[src/rtl/scr1_jtag_scan_pkg.sv]
// rtl/scr1_jtag_scan_pkg.sv - command encodings, FSM states and tick constants for the JTAG scan master
package scr1_jtag_scan_pkg;

  typedef enum logic [1:0] {
    CMD_TAP_RESET = 2'b00,
    CMD_IR_SCAN   = 2'b01,
    CMD_DR_SCAN   = 2'b10,
    CMD_RESERVED  = 2'b11
  } cmd_type_e;

  // Each tick state is named after the TAP controller state the target
  // occupies while that tick runs; tms of the tick selects the next one.
  typedef enum logic [3:0] {
    IDLE,
    RESET_SEQ,
    SEL_DR,
    SEL_IR,
    CAPTURE,
    SHIFT,
    EXIT1,
    UPDATE,
    RTI,
    RESP
  } scan_state_e;

  // TAP reset: five tms=1 ticks reach Test-Logic-Reset, one tms=0 tick lands in Run-Test/Idle.
  localparam int unsigned RESET_TICKS    = 6;
  localparam int unsigned RESET_TMS_ONES = 5;

  localparam int unsigned STEP_W    = 3;
  localparam int unsigned BIT_CNT_W = 6;

endpackage

[src/rtl/scr1_jtag_tck_gen.sv]
// rtl/scr1_jtag_tck_gen.sv - TCK phase divider with one-cycle rise/fall strobes
// Ports:
//   clk, rst_n  : system clock, asynchronous active-low reset
//   run         : high while ticks are to be generated; low parks tck at 0
//   tck         : registered JTAG clock
//   rise_tick   : high in the cycle whose closing clk edge drives tck 0->1
//   fall_tick   : high in the cycle whose closing clk edge drives tck 1->0 (tick end)
module scr1_jtag_tck_gen #(
  parameter int unsigned SCR1_TCK_HALF = 2
) (
  input  logic clk,
  input  logic rst_n,
  input  logic run,
  output logic tck,
  output logic rise_tick,
  output logic fall_tick
);

  localparam int unsigned CNT_W = $clog2(2 * SCR1_TCK_HALF);
  localparam logic [CNT_W-1:0] RISE_AT = CNT_W'(SCR1_TCK_HALF - 1);
  localparam logic [CNT_W-1:0] FALL_AT = CNT_W'(2 * SCR1_TCK_HALF - 1);

  logic [CNT_W-1:0] phase_cnt;

  assign rise_tick = run && (phase_cnt == RISE_AT);
  assign fall_tick = run && (phase_cnt == FALL_AT);

  always_ff @(posedge clk or negedge rst_n) begin
    if (!rst_n) begin
      phase_cnt <= '0;
      tck       <= 1'b0;
    end else if (!run) begin
      phase_cnt <= '0;
      tck       <= 1'b0;
    end else if (fall_tick) begin
      phase_cnt <= '0;
      tck       <= 1'b0;
    end else begin
      phase_cnt <= phase_cnt + CNT_W'(1);
      if (rise_tick) begin
        tck <= 1'b1;
      end
    end
  end

endmodule

[src/rtl/scr1_jtag_scan_master.sv]
// rtl/scr1_jtag_scan_master.sv - JTAG scan master: TAP reset, IR scan and DR scan commands
// Ports:
//   clk, rst_n                  : system clock, asynchronous active-low reset
//   cmd_valid/cmd_ready         : command handshake
//   cmd_type, cmd_len_m1, cmd_data : command (type, scan length-1, TDI bits LSB first)
//   rsp_valid/rsp_ready/rsp_data   : response handshake and captured TDO bits
//   tck, tms, tdi, tdo          : JTAG pins (tdo already synchronised)
module scr1_jtag_scan_master
  import scr1_jtag_scan_pkg::*;
#(
  parameter int unsigned SCR1_MAX_LEN  = 32,
  parameter int unsigned SCR1_TCK_HALF = 2
) (
  input  logic                    clk,
  input  logic                    rst_n,
  input  logic                    cmd_valid,
  output logic                    cmd_ready,
  input  logic [1:0]              cmd_type,
  input  logic [4:0]              cmd_len_m1,
  input  logic [SCR1_MAX_LEN-1:0] cmd_data,
  output logic                    rsp_valid,
  input  logic                    rsp_ready,
  output logic [SCR1_MAX_LEN-1:0] rsp_data,
  output logic                    tck,
  output logic                    tms,
  output logic                    tdi,
  input  logic                    tdo
);

  localparam int unsigned IW = $clog2(SCR1_MAX_LEN);
  localparam logic [4:0] MAX_M1 = 5'(SCR1_MAX_LEN - 1);

  scan_state_e            state;
  logic                   run;
  logic                   is_ir;
  logic [4:0]             n_m1;
  logic [SCR1_MAX_LEN-1:0] data_q;
  logic [BIT_CNT_W-1:0]   bit_cnt;
  logic [STEP_W-1:0]      step_cnt;

  logic                   rise_tick;
  logic                   fall_tick;
  logic [4:0]             len_clamped;
  logic                   shift_last;

  scan_state_e            nxt_state;
  logic [BIT_CNT_W-1:0]   nxt_bit;
  logic [STEP_W-1:0]      nxt_step;
  logic                   last_tick;
  logic                   nxt_tms;
  logic                   nxt_tdi;

  scr1_jtag_tck_gen #(
    .SCR1_TCK_HALF (SCR1_TCK_HALF)
  ) u_tck_gen (
    .clk       (clk),
    .rst_n     (rst_n),
    .run       (run),
    .tck       (tck),
    .rise_tick (rise_tick),
    .fall_tick (fall_tick)
  );

  assign cmd_ready   = (state == IDLE) && !rsp_valid;
  assign len_clamped = (cmd_len_m1 > MAX_M1) ? MAX_M1 : cmd_len_m1;
  assign shift_last  = (bit_cnt == {1'b0, n_m1});

  // Sequencing for the tick that starts at the next fall_tick, and the
  // tms/tdi it drives; evaluated from the state of the tick now ending.
  always_comb begin
    nxt_state = state;
    nxt_bit   = bit_cnt;
    nxt_step  = step_cnt;
    last_tick = 1'b0;
    case (state)
      RESET_SEQ: begin
        if (step_cnt == STEP_W'(RESET_TICKS - 1)) begin
          last_tick = 1'b1;
        end else begin
          nxt_step = step_cnt + STEP_W'(1);
        end
      end
      RTI:     nxt_state = SEL_DR;
      SEL_DR:  nxt_state = is_ir ? SEL_IR : CAPTURE;
      SEL_IR:  nxt_state = CAPTURE;
      CAPTURE: begin
        nxt_state = SHIFT;
        nxt_bit   = '0;
      end
      SHIFT: begin
        if (shift_last) begin
          nxt_state = EXIT1;
        end else begin
          nxt_bit = bit_cnt + BIT_CNT_W'(1);
        end
      end
      EXIT1:   nxt_state = UPDATE;
      UPDATE:  last_tick = 1'b1;
      default: ;
    endcase

    nxt_tms = 1'b0;
    nxt_tdi = 1'b0;
    case (nxt_state)
      RESET_SEQ: nxt_tms = (nxt_step < STEP_W'(RESET_TMS_ONES));
      SEL_DR:    nxt_tms = is_ir;
      EXIT1:     nxt_tms = 1'b1;
      SHIFT: begin
        nxt_tms = (nxt_bit == {1'b0, n_m1});
        nxt_tdi = data_q[nxt_bit[IW-1:0]];
      end
      default: ;
    endcase
  end

  always_ff @(posedge clk or negedge rst_n) begin
    if (!rst_n) begin
      state     <= IDLE;
      run       <= 1'b0;
      is_ir     <= 1'b0;
      n_m1      <= '0;
      data_q    <= '0;
      bit_cnt   <= '0;
      step_cnt  <= '0;
      tms       <= 1'b1;
      tdi       <= 1'b0;
      rsp_valid <= 1'b0;
      rsp_data  <= '0;
    end else begin
      case (state)
        IDLE: begin
          if (cmd_valid && cmd_ready) begin
            data_q   <= cmd_data;
            n_m1     <= len_clamped;
            is_ir    <= (cmd_type == CMD_IR_SCAN);
            bit_cnt  <= '0;
            step_cnt <= '0;
            tdi      <= 1'b0;
            rsp_data <= '0;
            case (cmd_type_e'(cmd_type))
              CMD_TAP_RESET: begin
                state <= RESET_SEQ;
                tms   <= 1'b1;
                run   <= 1'b1;
              end
              CMD_IR_SCAN, CMD_DR_SCAN: begin
                // First tick leaves Run-Test/Idle towards Select-DR-Scan.
                state <= RTI;
                tms   <= 1'b1;
                run   <= 1'b1;
              end
              default: begin
                state     <= RESP;
                tms       <= 1'b0;
                rsp_valid <= 1'b1;
              end
            endcase
          end
        end

        RESP: begin
          if (rsp_ready) begin
            rsp_valid <= 1'b0;
            state     <= IDLE;
          end
        end

        default: begin
          if (rise_tick && (state == SHIFT)) begin
            rsp_data[bit_cnt[IW-1:0]] <= tdo;
          end
          if (fall_tick) begin
            if (last_tick) begin
              state     <= RESP;
              run       <= 1'b0;
              tms       <= 1'b0;
              tdi       <= 1'b0;
              rsp_valid <= 1'b1;
            end else begin
              state    <= nxt_state;
              bit_cnt  <= nxt_bit;
              step_cnt <= nxt_step;
              tms      <= nxt_tms;
              tdi      <= nxt_tdi;
            end
          end
        end
      endcase
    end
  end

endmodule

[config.mk]
export PLATFORM = sky130hd
export DESIGN_NAME = scr1_jtag_scan_master
export DESIGN_NICKNAME = d
export VERILOG_FILES = /design/src/rtl/scr1_jtag_scan_pkg.sv /design/src/rtl/scr1_jtag_tck_gen.sv /design/src/rtl/scr1_jtag_scan_master.sv
export SDC_FILE = /design/constraint.sdc
export NUM_CORES = 1
export LEC_CHECK = 0
export ABC_CLOCK_PERIOD_IN_PS = 2400
export CORE_MARGIN = 2
export CORE_UTILIZATION = 49
export DETAILED_ROUTE_END_ITERATION = 12
export GPL_TIMING_DRIVEN = 0
export PLACE_DENSITY = 0.78
export SLEW_MARGIN = 25
export SYNTH_ARGS = -nofsm -noshare
export SYNTH_HDL_FRONTEND = slang
export SYNTH_SLANG_ARGS = --single-unit
[constraint.sdc]
create_clock -name clk -period 2.4 [get_ports clk]
set_clock_uncertainty 0.1 [all_clocks]
set_input_delay 0.48 -clock clk [delete_from_list [all_inputs] [get_ports clk]]
set_output_delay 0.48 -clock clk [all_outputs]
set_load 0.01 [all_outputs]
==> out/results.md <==
- run status: finished, violations left
- violations in the final reports: negative setup slack
- share of async-settable or async-resettable flops after synthesis: 100%
- net count after synthesis: 545
- # diodes: 0
- cells along the critical path: buf_6 -> xor2_2 -> or2_1 -> buf_6 -> nor2_4 -> o221ai_4 -> buf_4 -> xnor2_1 -> nand3_1 -> nor4_2 -> o22a_1
- simple logic cell fraction of the synthesized area: 12.1%
- H-tree levels: 3
- via count of the first global-routing pass: 4217
- synthesized area: 4910 um2
- measured slew at the worst slew-check pin: 0.713 ns
- row count: 36
- register bit count reported by yosys: 90
- mux cell area share after synthesis: 12.2%
- later-pin clock latency in the skew report: 0.37 ns
- cell taking the most area after synthesis: dfrtp_1
- number of unique standard cell types used by synthesis: 70
- starting density of the core: 50.3%
- cell area power density: 973 nW/um2
- wire length of the first global-routing pass: 20900 um
- largest fanout on the critical path: 9
- Finish-stage setup viols: 10
- count of clock tree sinks: 90
- Flop pwr share: 34.1%
- post-route worst setup slack: -0.133 ns
- share of the synthesized area in the top cell type: 45.3%
- die boundary height: 104 um
- cell with the biggest individual delay on the critical path: dfrtp_1
- Area contributors post-synth: dfrtp_1, o21ai_0, mux2_2
- cells after synthesis: 490
- clock transition at the registers of the reported paths: 0.09 ns
- number of input and output port buffers inserted: 80
- synthesized-area fraction occupied by ao, oa, aoi and oai cells: 20.7%
- delay of the slowest cell on the worst path: 0.40 ns
- area of the core: 9770 um2
- routability congestion estimate from global placement: 0.924
- vias: 4550
- TritonCTS clock tree: built
- fillers: 694
- total wire length: 14000 um
- antenna violations before repair: 0
- most used flip-flop cell after synthesis: dfrtp_1
- total chip power: 6770 uW
- average detailed-routed wire length per instance: 18.5 um
- Worst Path Class, Setup: reg -> reg
- endpoints failing hold: 0
- Tcrit/Tclk final: 106%
- main combinational cell family by area after synthesis: compound AO/OA/AOI/OAI gates
- syn avg cell area: 10.0 um2
- utilization after layout: 71.2%
- type of the tightest min-delay check: reg -> reg
- sum of buffers and inverters on the critical path: 3
- Root Buffer: clkbuf_8
- net switching share of the total power: 39.0%
- Static Leakage: 0.00277 uW
- sequential element share of the synthesized area: 45.9%
- RSZ-0062 raised after global routing: yes
- total count of max-transition violations in the final report: 0
- max-slew headroom at the worst pin: 52.4%
- Worst Setup Start Kind: register
- data arrival time at the worst-slack endpoint: 2.75 ns
- dominant cell type by count on the critical path: buf_6
- Pint: 4130 uW
- sum of negative setup slack: -0.412 ns
- area enclosed by the die boundary: 10800 um2
- area delta synth->final: 41.5%
- pin count of the biggest net entering global routing: 56
- synthesized-area fraction occupied by xor and xnor cells: 1.93%
- warning count from the yosys run: 0
- Num CTS Buffers: 9
- Die Span X: 104 um
- maximum number of buffers from clock root to sink: 2
- I/O Pins: 81
- total grt overflow: 0
- worst setup slack before clock tree synthesis: -0.299 ns
- average vias per placed instance: 6.02
- Comb pwr share: 48.4%
- first-pass iteration count of the detailed router: 6
- number of maximum-capacitance constraint violations: 0
- number of violations reported at the end of detailed-routing iteration 0: 379
- minimum clock period after layout: 2.53 ns
- number of flops mapped to enable cells by yosys: 0
- highest ir drop seen on vdd: 0.496 mV
- layout cells sized above 1: 30.3%
- Synth Area in Adders: 2.80%
- Worst EP required: 2.62 ns
- top cell family by delay on the critical path: simple AND/OR/NAND/NOR gates
- Layout Nets: 674
- overall track demand over capacity in global routing: 23.4%
- count of antenna-violating nets left after detailed routing: 0
- Detail Placement HPWL: 8880 um
- Switch Pwr: 2640 uW
- Peak Freq: 0.395 GHz
- part of the total power dissipated in the clock network: 17.5%
- # DRC: 0
- Critical Path Sink Type: register
[sequential cells by signal, summed over array words and instances (netlist names), 2 cells and up]
signal / count
rsp_data: 32
bit_cnt: 6
u_tck_gen.phase_cnt: 2
data_q: 32
step_cnt: 3
state: 4
n_m1: 5
[timing repair]
item	4_1_cts	5_1_grt
hold endpoints to repair	34	0
gates cloned	0	1
setup buffers	12	24
endpoints found under the setup margin	75	71
hold buffers	1	0
resized for setup	54	109
pin swaps	8	33
[cells by family (layout without fill, tap and decap cells)]
kind of cell,count (synthesis),in the layout
AO/OA/AOI/OAI,170,171
adder cells (fa/ha/maj),11,11
AND/OR/NAND/NOR,108,108
flip-flops,90,90
multiplexers,55,55
buffers and inverters,46,178
XOR/XNOR,10,10
[layer usage]
metal | up-vias | track usage (%) | wire [um]
met3 | 52 | 4.20 | 905
met4 | 0 | 7.63 | 432
li1 | 2051 | - | -
met5 | - | 0 | 0
met2 | 215 | 39.6 | 7080
met1 | 2232 | 30.6 | 5530
[cells in the mapped netlist, types with 3 or more instances]
| cell | count |
|---|---|
| a21oi_1 | 44 |
| a22o_1 | 4 |
| a22oi_1 | 6 |
| a31oi_1 | 6 |
| and2_1 | 5 |
| and3_1 | 3 |
| buf_2 | 8 |
| buf_4 | 4 |
| clkbuf_1 | 17 |
| dfrtp_1 | 89 |
| ha_1 | 11 |
| inv_1 | 12 |
| mux2_1 | 12 |
| mux2_2 | 28 |
| mux2i_1 | 15 |
| nand2_1 | 23 |
| nand3_1 | 10 |
| nand4_1 | 4 |
| nor2_1 | 21 |
| nor2_2 | 4 |
| nor2b_1 | 9 |
| nor3_1 | 6 |
| nor4_1 | 3 |
| o211ai_1 | 3 |
| o21ai_0 | 68 |
| o21ai_1 | 13 |
| or2_2 | 3 |
| xnor2_1 | 7 |
[metrics by stage]
| stage | hold WS [ns] | instance area, um2 | cells |
|---|---|---|---|
| 2_1_floorplan | 0.0844 | 4910 | 490 |
| 3_3_place_gp | 0.352 | 5880 | 703 |
| 3_5_place_dp | 0.301 | 5910 | 704 |
| 4_1_cts | 0.372 | 6380 | 731 |
| 5_1_grt | 0.406 | 6960 | 756 |
| 6_report | 0.384 | 6960 | 756 |
[path summary, 6_finish.rpt]
check | startpoint | endpoint | slack, ns | depth (start not counted)
worst min-delay path | u_tck_gen.phase_cnt[0] | u_tck_gen.phase_cnt[0] | 0.38 | 1
worst min register to register | u_tck_gen.phase_cnt[0] | u_tck_gen.phase_cnt[0] | 0.38 | 1
worst max-delay path | bit_cnt[2] | tms | -0.13 | 11
min in group asynchronous | rst_n | state[3] | 0.47 | 2
worst max register to register | bit_cnt[2] | tms | -0.13 | 11
max in group asynchronous | rst_n | bit_cnt[1] | 1.13 | 3
[placed cells by master, fill, tap and decap left out, types with 10 or more instances in the layout]
cell type / instances
a21oi_1: 41
buf_4: 35
buf_6: 10
clkbuf_8: 10
clkdlybuf4s50_1: 78
dfrtp_1: 86
ha_1: 11
inv_1: 12
mux2_1: 12
mux2_2: 27
mux2i_1: 14
nand2_1: 18
nor2_1: 18
o21ai_0: 38
o21ai_1: 21
o21ai_2: 22
[area by class of cell]
cell class	count	area, um2	area share [%]
inverters	14	52.6	0.755
flip-flops and latches	90	2260	32.4
repair buffers	118	1120	16.0
multi-input cells	355	2900	41.7
clock buffers	10	138	1.98
plain buffers	31	239	3.44
clock inverters	5	86.3	1.24
well taps	133	166	2.39
[power by group through the flow]
stage                     registers [uW]  clock network [uW]  logic [uW]
after floorplan                     2220                   0        1840
after global placement              2260                   0        2430
after detailed placement            2290                   0        2510
after CTS                           2270                1180        2710
after global routing                2350                1270        3520
final                               2310                1180        3280
[worst reg2reg max path, delay by kind of cell, from the launching register on]
kind            cells  cell delay (ns)
compound gates      2             0.33
simple gates        4             0.87
flops               1             0.40
xor+xnor            2             0.31
buf+inv             3             0.48
No activity file was read; power rests on OpenSTA's default activity.
